--- src/rtl/fir_serial_out_sink.sv ---
// fir_serial_out_sink: frame-aligned capture, requantise to sfix16_En15, FIFO stream out with saturation/overflow status
module fir_serial_out_sink #(
  parameter int FRAME_LEN = 8,
  parameter int DEPTH = 4,
  parameter int SATCNT_W = 16
) (
  input  logic                clk,
  input  logic                reset,
  input  logic                clk_enable,
  input  logic [32:0]         filter_out,
  output logic [15:0]         dout,
  output logic                dout_valid,
  input  logic                dout_ready,
  output logic                overflow,
  output logic                sat_flag,
  output logic [SATCNT_W-1:0] sat_count,
  input  logic                clear_status
);
  localparam int CW = $clog2(FRAME_LEN);
  localparam int AW = $clog2(DEPTH);
  logic [CW-1:0] cnt_q, cnt_d;
  logic [AW-1:0] wr_q, wr_d, rd_q, rd_d;
  logic [AW:0] n_q, n_d;
  logic [15:0] mem_q [DEPTH];
  logic [15:0] mem_d [DEPTH];
  logic ovf_q, ovf_d, sat_q, sat_d;
  logic [SATCNT_W-1:0] satn_q, satn_d;
  logic [33:0] t;
  logic [17:0] q;
  logic [15:0] res;
  logic sat_hi, sat_lo, sat, capture, pop, full, wr_en;
  always_comb begin
    t = {filter_out[32], filter_out} + 34'd32768;
    q = t[33:16];
    sat_hi = !q[17] && |q[16:15];
    sat_lo = q[17] && !(&q[16:15]);
    sat = sat_hi || sat_lo;
    res = sat_hi ? 16'h7fff : sat_lo ? 16'h8000 : q[15:0];
    capture = clk_enable && cnt_q == '0;
    pop = dout_valid && dout_ready;
    full = n_q == (AW+1)'(DEPTH);
    wr_en = capture && (!full || pop);
    cnt_d = clk_enable ? cnt_q + 1'b1 : cnt_q;
    wr_d = wr_en ? wr_q + 1'b1 : wr_q;
    rd_d = pop ? rd_q + 1'b1 : rd_q;
    n_d = n_q + {{AW{1'b0}}, wr_en} - {{AW{1'b0}}, pop};
    mem_d = mem_q;
    if (wr_en) mem_d[wr_q] = res;
    ovf_d = !clear_status && (ovf_q || (capture && full && !pop));
    sat_d = !clear_status && (sat_q || (capture && sat));
    satn_d = clear_status ? '0 : (capture && sat && satn_q != '1) ? satn_q + 1'b1 : satn_q;
  end
  always_ff @(posedge clk) begin
    if (reset) begin
      cnt_q <= CW'(FRAME_LEN - 1);
      wr_q <= '0;
      rd_q <= '0;
      n_q <= '0;
      mem_q <= '{default: '0};
      ovf_q <= 1'b0;
      sat_q <= 1'b0;
      satn_q <= '0;
    end else begin
      cnt_q <= cnt_d;
      wr_q <= wr_d;
      rd_q <= rd_d;
      n_q <= n_d;
      mem_q <= mem_d;
      ovf_q <= ovf_d;
      sat_q <= sat_d;
      satn_q <= satn_d;
    end
  end
  assign dout = mem_q[rd_q];
  assign dout_valid = n_q != '0;
  assign overflow = ovf_q;
  assign sat_flag = sat_q;
  assign sat_count = satn_q;
endmodule

--- config.mk ---
export PLATFORM = sky130hd
export DESIGN_NAME = fir_serial_out_sink
export DESIGN_NICKNAME = d
export VERILOG_FILES = /design/src/rtl/fir_serial_out_sink.sv
export SDC_FILE = /design/constraint.sdc
export NUM_CORES = 1
export LEC_CHECK = 0
export BUFFER_PORTS_ARGS = -buffer_cell sky130_fd_sc_hd__buf_4
export CORE_ASPECT_RATIO = 1.4
export CORE_MARGIN = 5
export CORE_UTILIZATION = 56
export CTS_CLUSTER_SIZE = 20
export DETAILED_ROUTE_END_ITERATION = 7
export PLACE_DENSITY_LB_ADDON = 0.12
export REMOVE_ABC_BUFFERS = 1
export SLEW_MARGIN = 40
export SYNTH_ARGS = -nofsm -noshare
export SYNTH_HDL_FRONTEND = slang
export SYNTH_SLANG_ARGS = --single-unit
--- constraint.sdc ---
create_clock -name clk -period 2.75 [get_ports clk]
set_input_delay 0.1375 -clock clk [delete_from_list [all_inputs] [get_ports clk]]
set_output_delay 0.1375 -clock clk [all_outputs]
set_load 0.03 [all_outputs]
Word level (Yosys, flattened, before mapping)
Cells that the tools add are included.
Widths: inputs -> output; s select.
{"block": "classes", "n_addsub": 7, "n_mul": 0, "div_mod_pow": 0, "n_lt_le_gt_ge": 3, "n_eq_ne": 2, "shift": 0, "muxes": 8, "bitwise": 2, "reduce_logical": 26}
{"op": "$mux 16", "n": 5}
{"op": "$bwmux 64", "n": 1}
{"op": "$add 33x17->34 const B", "n": 1}
{"op": "$bmux 16 s2", "n": 1}
{"op": "$demux 16 s2", "n": 1}
{"op": "$add 16x1->16 const B", "n": 1}
{"op": "$ne 16x16->1 const B", "n": 1}
{"op": "$logic_and 1x1->1", "n": 12}
{"op": "$ge 3x3->1 const B", "n": 2}
{"op": "$not 2->3", "n": 2}
{"op": "$logic_not 1->1", "n": 5}
{"op": "$add 2x1->2 const B", "n": 2}
{"op": "$logic_or 1x1->1", "n": 4}
{"op": "$reduce_or 2->1", "n": 2}
{"op": "$add 3x1->3", "n": 1}
{"op": "$add 3x1->3 const B", "n": 1}
{"op": "$eq 3x3->1 const B", "n": 1}
{"op": "$logic_not 3->1", "n": 1}
{"op": "$lt 3x1->1 const B", "n": 1}
{"op": "$reduce_bool 3->1", "n": 1}
{"op": "$sub 3x1->3", "n": 1}
{"op": "$reduce_and 2->1", "n": 1}
{"block": "totals", "regBits": 92, "latchBits": 0, "ram_bits": 0, "mem_bits_ro": 0, "input_bits": 38, "out_inout_bits": 35, "mem_count": 0}

Logic depth before layout (Yosys ltp)
{"block": "logic_depth", "word_depth": 8, "mapped_depth": 12, "mapped_depth_nobuf": 12}

Least setup slack after synthesis
No wires, ideal clock.
{"block": "synth_path", "path_kind": "register -> register", "startpoint": "reg cnt_q[0]", "endpoint": "reg n_q[2]", "setup_ps": 128, "arrival_time_ps": 2297, "required_time_ps": 2622, "setup_slack_ps": 326, "path_stages_with_launch": 13, "path_buffers": 0, "period_less_slack_ps": 2424, "path_cell_list": "dfxtp_1 > inv_1 > ha_1 > nand3b_1 > nor2_1 > inv_1 > ha_1 > inv_1 > ha_1 > fa_1 > xnor2_1 > xnor2_1 > nor2_1"}
{"block": "synth_between", "elab_chain_cells": 5}
{"element": "start, declared", "line_no": "21", "rtl": "logic [CW-1:0] cnt_q, cnt_d;"}
{"element": "start signal, assigned", "line_no": "55", "rtl": "cnt_q <= CW'(FRAME_LEN - 1);"}
{"element": "start signal, assigned", "line_no": "64", "rtl": "cnt_q <= cnt_d;"}
{"element": "$logic_not 3->1", "line_no": "39", "rtl": "capture = clk_enable && cnt_q == '0;"}
{"element": "$logic_and 1x1->1", "line_no": "39"}
{"element": "$logic_and 1x1->1", "line_no": "42", "rtl": "wr_en = capture && (!full || pop);"}
{"element": "$add 3x1->3", "line_no": "46", "rtl": "n_d = n_q + {{AW{1'b0}}, wr_en} - {{AW{1'b0}}, pop};"}
{"element": "$sub 3x1->3", "line_no": "46"}
{"element": "end signal, assigned", "line_no": "67", "rtl": "n_q <= n_d;"}
{"element": "end, declared", "line_no": "23", "rtl": "logic [AW:0] n_q, n_d;"}
No other way between the ends.
A chain may end at the register's enable or synchronous reset.

Worst setup path after layout
Ends and elaborated chain as after synthesis.

==> reports/qor.yml <==
period_share_pct: 85.5
final_common_cell: "dfxtp_1"
rows: 38
timing.rr.end: "n_q[2]"
ios: 73
fin_nets: 610
area_growth_pct: 16.9
place.port_buffers: 57
required_ns: 3.00
fin_cells: 666
synth-seq-cells: 92
yosysSeqAreaShare_pct: 40.7
rr_worst_depth: 12
diodes: 0
irDropWorstVdd_v: 0.000526
ctsResizeCount: 0
top_usage_layer: "met2"
finClkSkew_ns: 0.00645
netlist.area_leader.share_pct: 40.7
cts_tree: "yes"
startpoint: "cnt_q[0]"
num_vias: 4107
synth_area_per_cell_um2: 8.99
grtUsageMet1_pct: 26.9
drt.antenna.violating_nets: 0
post-route-min-period_ns: 2.35
tightest_slew_ns: 0.657
vias_per_cell: 6.17
grt_usage_pct: 23.8
met3_usage_pct: 5.72
postCtsHoldBufs: 0
seqCellArea_um2: 1840
tns_ns: 0
clk_path_buf_depth: 2
initial_utilization_pct: 58.0
multiInputGateArea_um2: 2530
die_area_um2: 10000
routabilityCongestion: 0.921
hold_path_depth: 2
min_path_type: "in2reg"
mostFrequentLayoutCells: "dfxtp_1, buf_4, nand2_1"
crit_type: "reg2reg"
dp_cells: 650
grt_overflow: 0
post_cts_buffers: 0
max_clock_freq_mhz: 425
crit_arrival_ns: 2.60
startpoint_type: "flip-flop"
clk_latency_ns: 0.36
r2r-start: "cnt_q[0]"
cellLeakagePower_uw: 0.00197
cts.sinks: 92
synth_flop_cell: "dfxtp_1"
syn_inst: 503
die_x_um: 85.9
worstPathMaxFanout: 4
wl_um: 11400
reg2reg_slack_ns: 0.40
status: "complete, no violations"
synth_cell_types: 49
dr.first_iter.drc_count: 200
yosysWarnings: 0
n_fill_cell: 668
coreArea_um2: 7800
cts_root_buffer: "clkbuf_8"
drc: 0
yosysTopAreaCell: "dfxtp_1"
crit_path_end_kind: "flip-flop"
powerDensity_nw_per_um2: 535
grt_pass1_wl_um: 19000
drive_above_1_share_pct: 19.4
max_cap_violations: 0
grt_pass1_vias: 4068
worstSetupEndpoint: "n_q[2]"
synth.cell_area_um2: 4520
relSlewSlack_pct: 55.7
die_h_um: 116
clk_pin_slew_ns: 0.09
antenna_found_initial: 0
rsz0062_at_grt: "false"
setup_viol: 0
place_hpwl_um: 8320
grt_max_degree: 34
synth_async_sr_flop_share_pct: 0
grt_use_met2_pct: 42.2
maxSlewViolCount: 0
synth.area.top_cells: "dfxtp_1, mux4_2, a22o_1"
cts_buffers: 9
ctsHtreeMaxLevel: 3
first_pass_iters: 5
wl_per_cell_um: 17.1
synth-edff-count: 0
hold_viol: 0
## area by class of cell
class | count | share of cell area (%)
well taps | 100 | 2.37
flip-flops and latches | 92 | 34.9
clock inverters | 6 | 1.16
multi-input cells | 371 | 47.8
clock buffers | 10 | 2.61
inverters | 17 | 1.21
repair buffers | 70 | 9.95
## cells by family (layout without fill, tap and decap cells)
family          after synthesis  after routing  share of synthesized area, %
compound gates              140            140                          19.9
xor+xnor                     20             20                          3.87
fa+ha+maj                    11             11                          3.21
buf+inv                      40            103                          3.38
flops                        92             92                          40.7
mux                          20             20                          8.86
simple gates                180            180                          20.0
## worst min-delay path by stage
stage                 to  startpoint  slack (ns)
2_1_floorplan  mem_q[11]       reset        0.21
3_3_place_gp    cnt_q[1]  clk_enable        0.40
3_5_place_dp    cnt_q[1]  clk_enable        0.42
4_1_cts         cnt_q[1]  clk_enable       0.009
5_1_grt         cnt_q[1]  clk_enable        0.03
6_report        cnt_q[1]  clk_enable        0.03
## Yosys cell counts (5+ instances only)
library cell and instances:
nor3_1 13, o31ai_1 7, o21ai_0 37, dfxtp_1 92, xor2_1 7, inv_1 16
mux4_2 16, or3_1 10, nand4_1 12, a21oi_1 45, nor2_1 35, xnor2_1 13
and3_1 6, and4_1 8, nand3_1 16, clkbuf_1 20, ha_1 10, nand2_1 56
a22o_1 32, or4_1 5
## stage by stage
step | area [um^2] | utilization, % | power, uW | hold WS (ns) | setup slack (ns)
final | 5280 | 67.7 | 2830 | 0.0335 | 0.399
after global routing | 5280 | 67.7 | 2950 | 0.0322 | 0.201
after CTS | 5280 | 67.7 | 2850 | 0.00940 | 0.381
after detailed placement | 5080 | 65.2 | 1940 | 0.415 | 0.283
after global placement | 5080 | 65.2 | 1920 | 0.402 | 0.331
after floorplan | 4430 | - | 1770 | 0.207 | -0.0363
## registers in the layout, indices dropped and copies added, names as in the netlist
name / cells
sat_flag: 1
n_q: 3
overflow: 1
cnt_q: 3
mem_q: 64
wr_q: 2
rd_q: 2
sat_count: 16
## routing by layer
layer	wire length (um)	up-vias
li1	-	1969
met3	579	31
met5	0	-
met4	374	0
met2	5730	140
met1	4670	1967
## worst max-delay path: stages, from the launching register on
cell	delay [ns]
dfxtp_1	0.34
inv_1	0.06
ha_1	0.16
nand3b_1	0.17
nor2_1	0.17
inv_1	0.09
ha_1	0.28
inv_1	0.04
ha_1	0.18
fa_1	0.38
xnor2_1	0.17
xnor2_1	0.14
nor2_1	0.05
## power breakdown
part	switching (uW)	leakage, uW	internal (uW)
Combinational	274	0.00112	220
Sequential	44.2	0.000743	1360
Clock	480	0.000102	443
Total	798	0.00197	2030
Note: power is estimated with default switching activity, not from simulation.
